### config.mk
export PLATFORM = sky130hd
export DESIGN_NAME = branch_predict_unit
export DESIGN_NICKNAME = d
export VERILOG_FILES = /design/src/rtl/branch_predict_unit.sv
export SDC_FILE = /design/constraint.sdc
export NUM_CORES = 1
export LEC_CHECK = 0
export ABC_CLOCK_PERIOD_IN_PS = 5500
export BUFFER_PORTS_ARGS = -buffer_cell sky130_fd_sc_hd__buf_2
export CAP_MARGIN = 40
export CORE_ASPECT_RATIO = 0.9
export CORE_UTILIZATION = 45
export DETAILED_ROUTE_END_ITERATION = 6
export PLACE_DENSITY = 0.66
export SYNTH_ARGS = -nofsm -noshare
export SYNTH_HDL_FRONTEND = slang
export SYNTH_SLANG_ARGS = --single-unit
### constraint.sdc
create_clock -name clk -period 5.5 [get_ports clk]
set_clock_uncertainty 0.1 [all_clocks]
set_input_delay 0.275 -clock clk [delete_from_list [all_inputs] [get_ports clk]]
set_output_delay 0.275 -clock clk [all_outputs]
set_load 0.03 [all_outputs]
### src/rtl/branch_predict_unit.sv
// Execute-stage branch resolver with a bimodal 2-bit BHT feeding fetch predictions.
// Tracks saturating counts of resolved conditional branches and mispredicts.
module branch_predict_unit #(
   parameter int XLEN      = 32,
   parameter int BHT_IDX_W = 6,
   parameter int STAT_W    = 16
) (
   input  logic              clk,
   input  logic              rst,
   input  logic              pred_req,
   input  logic [XLEN-1:0]   pred_pc,
   output logic              pred_valid,
   output logic              pred_taken,
   input  logic              res_valid,
   input  logic [XLEN-1:0]   res_pc,
   input  logic [XLEN-1:0]   alu_result,
   input  logic [2:0]        cmp_opcode,
   input  logic              pc_jump,
   input  logic              res_pred_taken,
   output logic [1:0]        branch,
   output logic              mispredict,
   output logic [STAT_W-1:0] stat_branches,
   output logic [STAT_W-1:0] stat_mispred
);

   localparam int N = 1 << BHT_IDX_W;

   logic [1:0]           bht_q [N];
   logic [1:0]           bht_d [N];
   logic                 pred_valid_q, pred_valid_d;
   logic                 pred_taken_q, pred_taken_d;
   logic [STAT_W-1:0]    stat_br_q, stat_br_d;
   logic [STAT_W-1:0]    stat_mp_q, stat_mp_d;

   logic [BHT_IDX_W-1:0] pred_idx;
   logic [BHT_IDX_W-1:0] res_idx;
   logic                 zero;
   logic                 lt;
   logic                 taken;
   logic                 cmp_ok;
   logic                 upd;
   logic [1:0]           ctr;

   assign pred_idx = pred_pc[BHT_IDX_W+1:2];
   assign res_idx  = res_pc[BHT_IDX_W+1:2];

   always_comb begin
      zero   = (alu_result == '0);
      lt     = alu_result[0];
      taken  = 1'b0;
      cmp_ok = 1'b1;
      case (cmp_opcode)
         3'b000:         taken = zero;
         3'b001:         taken = !zero;
         3'b100, 3'b110: taken = lt;
         3'b101, 3'b111: taken = !lt;
         default:        cmp_ok = 1'b0;
      endcase
   end

   always_comb begin
      if (pc_jump)
         branch = 2'b10;
      else if (res_valid)
         branch = {1'b0, taken};
      else
         branch = 2'b00;
      mispredict = res_valid & !pc_jump & (taken != res_pred_taken);
      upd        = res_valid & !pc_jump & cmp_ok;
   end

   always_comb begin
      bht_d = bht_q;
      ctr   = bht_q[res_idx];
      if (upd) begin
         if (taken)
            bht_d[res_idx] = (ctr == 2'b11) ? ctr : ctr + 2'd1;
         else
            bht_d[res_idx] = (ctr == 2'b00) ? ctr : ctr - 2'd1;
      end
      // Reading the next-state table gives write-first bypass on collisions
      pred_valid_d = pred_req;
      pred_taken_d = pred_req ? bht_d[pred_idx][1] : pred_taken_q;
      stat_br_d    = stat_br_q;
      stat_mp_d    = stat_mp_q;
      if (upd && stat_br_q != '1)
         stat_br_d = stat_br_q + 1'b1;
      if (upd && mispredict && stat_mp_q != '1)
         stat_mp_d = stat_mp_q + 1'b1;
   end

   always_ff @(posedge clk or posedge rst) begin
      if (rst) begin
         for (int i = 0; i < N; i++)
            bht_q[i] <= 2'b01;
         pred_valid_q <= 1'b0;
         pred_taken_q <= 1'b0;
         stat_br_q    <= '0;
         stat_mp_q    <= '0;
      end else begin
         bht_q        <= bht_d;
         pred_valid_q <= pred_valid_d;
         pred_taken_q <= pred_taken_d;
         stat_br_q    <= stat_br_d;
         stat_mp_q    <= stat_mp_d;
      end
   end

   assign pred_valid    = pred_valid_q;
   assign pred_taken    = pred_taken_q;
   assign stat_branches = stat_br_q;
   assign stat_mispred  = stat_mp_q;

   logic unused_ok;
   assign unused_ok = ^{pred_pc[XLEN-1:BHT_IDX_W+2], pred_pc[1:0],
                        res_pc[XLEN-1:BHT_IDX_W+2], res_pc[1:0]};

endmodule
**Word-level counts from Yosys, hierarchy flattened**

Cells that the tools add are included.

- Bits in registers: 162
- Bits in latches: 0
- RAM bits: 0
- Bits in read-only memories: 0
- Input port bits: 105
- Output and inout port bits: 37
- Word-level logic and storage cells: 120
- Memories kept: 0

- $add $sub $neg: 4
- Multiply operators: 0
- Divide/modulo/power cells: 0
- Magnitude comparators: 3
- Equality and inequality tests: 9
- Shift-type cells: 0
- Multiplexer cells: 18
- Bitwise gates (word level): 5
- Reduce and logical (&&, ||, !) cells: 13

Operators by type and width:

| kind | number |
|---|---|
| $bwmux W128 | 2 |
| $mux W128 | 2 |
| $add A16 B1 Y16 const B | 2 |
| $logic_not A32 Y1 | 1 |
| $ne A16 B16 Y1 const B | 2 |
| $bmux W2 S6 | 2 |
| $mux W2 | 8 |
| $ge A7 B7 Y1 const B | 2 |
| $not A6 Y7 | 2 |
| $demux W2 S6 | 1 |
| $eq A3 B3 Y1 const B | 4 |
| $lt A7 B1 Y1 const B | 1 |
| $reduce_or A6 Y1 | 1 |
| $logic_and A1 B1 Y1 | 4 |
| $pmux W1 S4 | 1 |
| $reduce_or A2 Y1 | 2 |
| $and A1 B1 Y1 | 3 |
| $eq A3 B1 Y1 const B | 1 |
| $logic_not A1 Y1 | 3 |
| $logic_not A3 Y1 | 1 |
| $add A2 B1 Y2 const B | 1 |
| $eq A2 B2 Y1 const B | 1 |
| $logic_not A2 Y1 | 1 |
| $mux W1 | 2 |
| 2 further kinds | 2 |

**Logic depth before layout (Yosys ltp)**

Gate-level depths: netlist (run 1).

- Depth in word-level cells: 12
- Gate-level depth with buffers: 17
- Depth with buffers taken out: 11

**Least setup slack after synthesis (run 1)**

OpenSTA, ideal clock, no wires.

- Path type: input to register
- Start point: input res_pc[2]
- End point: register pred_taken_q, in the netlist pred_taken
- Library setup time: 0.136 ns
- Data arrival time: 3.139 ns
- Data required time: 5.264 ns
- Slack: 2.124 ns
- Stages on the path: 11
- Path buffers: 2
- Cell sequence: buf_6 mux4_2 mux4_2 a311oi_2 maj3_2 buf_6 a21oi_1 mux4_2 or3_1 a21oi_1 o32ai_1

RTL lines:

| item | RTL line | text |
|---|---|---|
| from (decl) | 15 | `input logic [XLEN-1:0] res_pc,` |
| to (signal assigned) | 103 | `pred_taken_q <= pred_taken_d;` |
| to (decl) | 31 | `logic pred_taken_q, pred_taken_d;` |

**Worst setup path after layout (run 1)**

- Start point: register bht_q[25] (netlist bit)
- End point: register pred_taken_q, in the netlist pred_taken

- Word-level cells in the longest chain between the ends: 11
- Elaborated cells on any way between the ends: 16
- Classes of those cells: add/sub (2); eq/ne (1); mux (12); reduce/logical (1)

RTL lines:

| item | RTL line | text |
|---|---|---|
| from (decl) | 28 | `logic [1:0] bht_q [N];` |
| from (signal assigned) | 101 | `bht_q <= bht_d;` |
| $bmux W2 S6 | 74 | `ctr = bht_q[res_idx];` |
| $mux W2 (implied by the code) (2 in series) | 74 |  |
| $sub A2 B1 Y2, or another cell as far along | 79 | `bht_d[res_idx] = (ctr == 2'b00) ? ctr : ctr - 2'd1;` |
| $mux W2, on equally long branches | 79, 77 |  |
| $bwmux W128, on equally long branches | 79, 77 |  |
| $mux W128 | 76 | `if (taken)` |
| $mux W128 * | 75 | `if (upd) begin` |
| $bmux W2 S6 * | 83 | `pred_taken_d = pred_req ? bht_d[pred_idx][1] : pred_taken_q;` |
| $mux W2 (implied by the code) * (2 in series) | 83 |  |

Every way passes the cells marked *; elsewhere a longest branch is shown, timed or not. The select of a mux whose other input is x is not followed.
A chain may end at the register's enable or synchronous reset.

==> impl_metrics.toml, run 1 <==
[power]
power.share.clock = 0.378
seqPwrFrac = 0.453
combPwrFrac = 0.169
power.internal_mw = 2.15
net-switching-power_uw = 933
power.switching_fraction = 0.303
pwr_density_cell_nw_per_um2 = 315
power.leakage_nw = 4.22
irDropWorstVdd_v = 0.000243

[clocking]
htree_levels = 4
cts_tree = "yes"
ctsLongestPathBuffers = 2
cts-buffers-inserted = 17
cts.sinks = 162
cts.clk_slew.worst_paths_ns = 0.07
clock_latency_at_the_later_pin_of_the_worst_skew_pair_ns = 0.43
cts_root_buf = "sky130_fd_sc_hd__clkbuf_16"

[synthesis]
async_flop_share = 1.00
synth_sequential_area_ratio = 0.487
postSynthCellCount = 822
synth_edf_count = 0
postSynthNetCount = 929
synthDistinctLibCells = 50
syn-mean-instance-area_um2 = 10.3
synthFlopType = "sky130_fd_sc_hd__dfrtp_1"
postSynthRegisterBits = 162
post_synth_instance_area_um2 = 8490
yosysWarnings = 0

[floorplanning]
num_io_pins = 142
rows = 47
fp.dieW_um = 147
die_area_um2 = 19400
chipHeight_um = 132
design.core.area_um2 = 18400
initial_core_util = 0.461

[final_layout]
fill_cell_instance_count_of_the_final_layout = 1630
antenna_cells = 0
num-nets-final = 1008
proportion_of_layout_cells_with_a_drive_suffix_above_1 = 0.307
area_growth_pct = 15.2
fin_area_um2 = 9780

[sta]
achievable-frequency_mhz = 236
final_max_slew_viol_count = 0
finalWorstPathRequiredPeriod_ns = 4.23
timing.slew.headroom = 0.495
setup_violations = 0
fin_crit_sh = 0.769
timing_worst_slew_pin_value_ns = 0.738
setup_total_negative_slack_ns = 0
finalHoldViolCount = 0
rsz0062_at_grt = "no"

[global_routing]
grt_max_degree = 89
grt_pass1_vias = 6558
antenna_found_initial = 0
grt.overflow.total = 0
grt_pass1_wl_um = 36100
global_route.usage.total = 0.242

[worst_setup_path]
timing.critical_path.from_type = "flip-flop"
criticalPathCategory = "reg -> reg"
cp.arrival_ns = 4.43
worst_ep_required_ns = 5.70
critPathMaxFanout = 25
worst_setup_path_end_kind = "flip-flop"

[placement]
place.port_buffers = 89
place.gp.congestion = 0.883
placed_cell_area_um2 = 9180
dpl.hpwl_um = 15400

[routing]
num_vias = 6657
drc_errors = 0
routed_wl_um = 22400
dr.first_iter.drc_count = 572
postRouteAntennaNets = 0
route.detailed.wl_per_inst_um = 19.3
viasPerCell = 5.74
first_pass_iters = 5

[job]
max-cap-violations = 0

[status]
run_status = "complete, no violations"

[min_path]
min_path_type = "in -> reg"
-- placed cells by master, fill, tap and decap left out, types with 3 or more instances in the layout --
master                      synthesis  layout
sky130_fd_sc_hd__nand2_1           78      78
sky130_fd_sc_hd__xor2_1             8       8
sky130_fd_sc_hd__and3_1             4       4
sky130_fd_sc_hd__or3_1              5       5
sky130_fd_sc_hd__dfstp_2           64      64
sky130_fd_sc_hd__inv_6              0       7
sky130_fd_sc_hd__nor2_1           115     115
sky130_fd_sc_hd__o32ai_1            3       3
sky130_fd_sc_hd__o211ai_1           6       6
sky130_fd_sc_hd__nor4_1            12      12
sky130_fd_sc_hd__nor2b_1            9       9
sky130_fd_sc_hd__mux2i_1           53      53
sky130_fd_sc_hd__a21oi_1           50      49
sky130_fd_sc_hd__a211oi_1          20      20
sky130_fd_sc_hd__nor3_1            11      11
sky130_fd_sc_hd__xnor2_1           23      23
sky130_fd_sc_hd__buf_4              3       9
sky130_fd_sc_hd__nand4_1           14      14
sky130_fd_sc_hd__a2111oi_0          4       4
sky130_fd_sc_hd__o21ai_0           26      26
sky130_fd_sc_hd__inv_1              7       6
sky130_fd_sc_hd__dfrtp_1           98      98
sky130_fd_sc_hd__nand3_1           30      30
sky130_fd_sc_hd__mux4_2            12      12
sky130_fd_sc_hd__a22oi_1           16      16
sky130_fd_sc_hd__clkbuf_16          0      18
sky130_fd_sc_hd__nand2b_1          11      11
sky130_fd_sc_hd__buf_2             11      89
sky130_fd_sc_hd__o311ai_0           4       4
sky130_fd_sc_hd__mux2_2            66      66
sky130_fd_sc_hd__a311oi_1           3       3
sky130_fd_sc_hd__inv_8              0       3
sky130_fd_sc_hd__and2_1             3       3
-- metal layers --
metal | up-vias | wire length [um] | GRT usage
met4 | 0 | 446 | 0.0770
met2 | 258 | 10200 | 0.367
met5 | - | 0 | 0
met1 | 3230 | 10100 | 0.341
li1 | 3136 | - | -
met3 | 33 | 1610 | 0.0599
-- synth_stat cells (all sizes together) (3+ instances only) --
library cell	instances	area, um2
clkbuf	23	86.3
nand4	14	87.6
a21oi	50	250
nor2	115	432
dfstp	64	1680
dfrtp	98	2450
o21ai	27	135
mux4	12	270
a211oi	20	150
o311ai	4	35.0
o211ai	6	45.0
mux2i	53	531
mux2	66	743
nor4	12	75.1
nand2b	11	68.8
a22oi	16	120
o32ai	3	26.3
and3	4	25.0
nor3	11	55.1
a2111oi	4	35.0
a311oi	4	41.3
nor2b	9	56.3
xor2	8	70.1
inv	7	26.3
xnor2	23	201
nand2	78	293
or3	5	31.3
nand3	30	150
buf	21	119
and2	3	18.8
-- critical path, cell delays in order, from the launching register on --
cell	delay (ns)
sky130_fd_sc_hd__dfrtp_1	0.40
sky130_fd_sc_hd__mux4_2	0.48
sky130_fd_sc_hd__mux4_2	0.52
sky130_fd_sc_hd__a311oi_1	0.54
sky130_fd_sc_hd__maj3_2	0.61
sky130_fd_sc_hd__buf_4	0.37
sky130_fd_sc_hd__a211oi_1	0.12
sky130_fd_sc_hd__o32ai_1	0.47
sky130_fd_sc_hd__o211ai_1	0.16
sky130_fd_sc_hd__nor4_1	0.20
sky130_fd_sc_hd__o32ai_1	0.13
-- power groups by stage --
stage,Clock [mW],Combinational (mW),Sequential (mW)
6_report,1.17,0.520,1.40
5_1_grt,1.24,0.567,1.41
4_1_cts,1.19,0.519,1.40
3_5_place_dp,0,0.515,1.42
3_3_place_gp,0,0.504,1.41
2_1_floorplan,0,0.309,1.46
-- kinds of logic (layout without fill, tap and decap cells) --
logic type,Yosys count,after routing,synth area share
xor gates and xnor gates,31,31,0.0320
DFF,162,162,0.487
muxes,131,131,0.182
buffers and inverters,52,144,0.0277
AOI/OAI and AO/OA,141,141,0.105
and+or+nand+nor,302,302,0.162
adders and majority gates,3,3,0.00427
-- worst paths after layout --
path	from	slack, ns	end	depth (start not counted)
max	bht_q[25]	1.27	pred_taken	10
max in group asynchronous	rst	4.09	bht_q[81]	4
max reg2reg	bht_q[25]	1.27	pred_taken	10
min	pred_pc[7]	0.1	pred_taken	3
min in group asynchronous	rst	0.24	stat_branches[8]	3
min reg2reg	stat_branches[4]	0.39	stat_branches[4]	1
-- cell type report --
class	count	area, um2	area share
sequential	162	4130	0.423
clock inverter	13	113	0.0115
inverter	8	35.0	0.00358
timing repair buffer	104	596	0.0609
tap	245	307	0.0314
multi-input combinational	608	4130	0.422
clock buffer	19	464	0.0475
-- per-stage QoR --
| step | utilization | worst slack, ns | hold slack, ns | std cells | power [mW] |
|---|---|---|---|---|---|
| final | 0.531 | 1.27 | 0.0973 | 1159 | 3.08 |
| after global routing | 0.531 | 1.06 | 0.0958 | 1159 | 3.21 |
| after CTS | 0.531 | 1.35 | 0.0788 | 1159 | 3.10 |
| after detailed placement | 0.499 | 0.988 | 0.128 | 1125 | 1.93 |
| after global placement | 0.496 | 0.872 | 0.336 | 1122 | 1.92 |
| after floorplan | - | 0.854 | 0.206 | 822 | 1.77 |
-- repair_timing --
action,in CTS,in global routing
hold buffers,2,0
buffers inserted,0,0
endpoints found under the hold margin,18,0
gates resized for setup,0,0
(Power assumes the default switching activity.)
==> inputs of run 2 (changes only) <==
--- a/config.mk
+++ b/config.mk
@@ -5,13 +5,13 @@
 export SDC_FILE = /design/constraint.sdc
 export NUM_CORES = 1
 export LEC_CHECK = 0
-export ABC_CLOCK_PERIOD_IN_PS = 5500
+export ABC_CLOCK_PERIOD_IN_PS = 3800
 export BUFFER_PORTS_ARGS = -buffer_cell sky130_fd_sc_hd__buf_2
 export CAP_MARGIN = 40
 export CORE_ASPECT_RATIO = 0.9
 export CORE_UTILIZATION = 45
 export DETAILED_ROUTE_END_ITERATION = 6
-export PLACE_DENSITY = 0.66
+export PLACE_DENSITY = 0.69
 export SYNTH_ARGS = -nofsm -noshare
 export SYNTH_HDL_FRONTEND = slang
 export SYNTH_SLANG_ARGS = --single-unit
==> constraint.sdc (replaced) <==
create_clock -name clk -period 3.8 [get_ports clk]
set_clock_uncertainty 0.1 [all_clocks]
set_input_delay 0.19 -clock clk [delete_from_list [all_inputs] [get_ports clk]]
set_output_delay 0.19 -clock clk [all_outputs]
set_load 0.03 [all_outputs]
==> impl_metrics.toml, run 2 (same netlist as run 1, synthesis figures left out) <==
[routing]
num_vias = 6921
routed_wl_um = 22900
postRouteAntennaNets = 0
first_pass_iters = 5
viasPerCell = 5.75
drc_errors = 0
route.detailed.wl_per_inst_um = 19.0
dr.first_iter.drc_count = 640

[worst_setup_path]
worst-r2r-cell-count = 10
timing.critical_path.cells = "mux4_2, mux4_2, a311oi_2, buf_4, maj3_4, o21ai_0, mux4_2, or4_1, nand4b_1, o32ai_1"
path_common_cell = "sky130_fd_sc_hd__mux4_2"
worst_setup_path_end_kind = "flip-flop"
path_depth = 10
crit_path_max_incr_delay_ns = 0.51
cp.arrival_ns = 3.87
critPathMaxFanout = 12
critPathSlowestCell = "sky130_fd_sc_hd__mux4_2"
timing.critical_path.from_type = "flip-flop"
critical_path_buf_inv_count = 1
criticalPathCategory = "reg -> reg"
worst_ep_required_ns = 4.00
cpLargestDelayFamily = "multiplexers"

[final_layout]
fin_area_um2 = 10200
mostFrequentLayoutCells = "sky130_fd_sc_hd__nor2_1, sky130_fd_sc_hd__dfrtp_1, sky130_fd_sc_hd__buf_2"
num-nets-final = 1052
proportion_of_layout_cells_with_a_drive_suffix_above_1 = 0.339
post-route-util = 0.554
instances_no_fill = 1203
antenna_cells = 0
final_common_cell = "sky130_fd_sc_hd__nor2_1"
area_growth_pct = 20.3

[placement]
dp.cells = 1168
place.gp.congestion = 0.905
dpl.hpwl_um = 16300
placed_cell_area_um2 = 9570
place.port_buffers = 89

[floorplanning]
rows = 47
die_area_um2 = 19400
fp.dieW_um = 147
initial_core_util = 0.461
chipHeight_um = 132
design.core.area_um2 = 18400
num_io_pins = 142

[clocking]
htree_levels = 4
cts.clk_slew.worst_paths_ns = 0.07
cts-buffers-inserted = 17
cts_tree = "yes"
cts.sinks = 162
post_cts_buffers = 0
cts_root_buf = "sky130_fd_sc_hd__clkbuf_16"
clock_latency_at_the_later_pin_of_the_worst_skew_pair_ns = 0.43
ctsLongestPathBuffers = 2

[power]
power.internal_mw = 3.26
power.leakage_nw = 4.47
pwr_density_cell_nw_per_um2 = 449
power.switching_fraction = 0.289
power.share.clock = 0.377
seqPwrFrac = 0.442
combPwrFrac = 0.181
irDropWorstVdd_v = 0.000274
net-switching-power_mw = 1.32

[sta]
finalWorstPathRequiredPeriod_ns = 3.66
fin_crit_sh = 0.964
setup_total_negative_slack_ns = 0
setup_violations = 0
final_max_slew_viol_count = 0
timing_worst_slew_pin_value_ns = 0.601
timing.slew.headroom = 0.597
rsz0062_at_grt = "no"
finalHoldViolCount = 0
achievable-frequency_mhz = 273

[min_path]
hold-path-cell-count = 5
min_path_type = "in -> reg"

[global_routing]
grt_max_degree = 65
grt_pass1_vias = 6760
antenna_found_initial = 0
global_route.usage.total = 0.247
grt_pass1_wl_um = 37000
grt.overflow.total = 0

[job]
max-cap-violations = 0

[status]
run_status = "complete, no violations"
==> run 2: timing repair <==
item / 4_1_cts / 5_1_grt
hold endpoints to repair: 21 / 0
hold buffers: 3 / 0
setup endpoints to repair: 0 / 1
gates resized for setup: 0 / 4
==> run 2: final cells by class <==
cell class	instances	area, um2
multi-input combinational	608	4140
fill	1615	8200
sequential	162	4130
timing repair buffer	148	1000
tap	245	307
clock inverter	11	128
inverter	8	33.8
clock buffer	21	460
==> run 2: through the flow <==
stage	hold WS, ns	total power, mW	setup WS [ns]
after global placement	0.259	2.84	-0.198
after detailed placement	0.144	2.87	-0.159
final	0.110	4.59	0.138
after global routing	0.134	4.77	0.0130
after CTS	0.0947	4.61	0.00632
after floorplan	0.121	2.56	0.509
==> run 2: worst register-to-register path, stage by stage (launching register included) <==
cell,delay [ns]
sky130_fd_sc_hd__dfrtp_1,0.40
sky130_fd_sc_hd__mux4_2,0.47
sky130_fd_sc_hd__mux4_2,0.51
sky130_fd_sc_hd__a311oi_2,0.33
sky130_fd_sc_hd__buf_4,0.17
sky130_fd_sc_hd__maj3_4,0.29
sky130_fd_sc_hd__o21ai_0,0.13
sky130_fd_sc_hd__mux4_2,0.51
sky130_fd_sc_hd__or4_1,0.42
sky130_fd_sc_hd__nand4b_1,0.12
sky130_fd_sc_hd__o32ai_1,0.09
==> run 2: routing by layer <==
metal  vias up  wire (um)  GRT usage
met3        52       1260     0.0554
li1       3228          -          -
met2       217      10500      0.365
met4         0        640      0.105
met1      3424      10500      0.348
met5         -          0          0
==> run 2: path summary, 6_finish.rpt <==
path / start / end / slack [ns]
min in group asynchronous: rst / stat_mispred[12] / 0.22
min reg2reg: stat_branches[4] / stat_branches[4] / 0.39
max in group asynchronous: rst / asynchronous set/reset pin / 2.43
max reg2reg: bht_q[5] / pred_taken / 0.14
min: res_pred_taken / stat_mispred[2] / 0.11
max: bht_q[5] / pred_taken / 0.14
==> run 2: power groups by stage <==
stage | sequential [mW] | combinational [mW] | clock, mW
2_1_floorplan | 2.11 | 0.447 | 0
3_3_place_gp | 2.05 | 0.796 | 0
3_5_place_dp | 2.05 | 0.813 | 0
4_1_cts | 2.03 | 0.824 | 1.75
5_1_grt | 2.05 | 0.896 | 1.82
6_report | 2.03 | 0.828 | 1.73
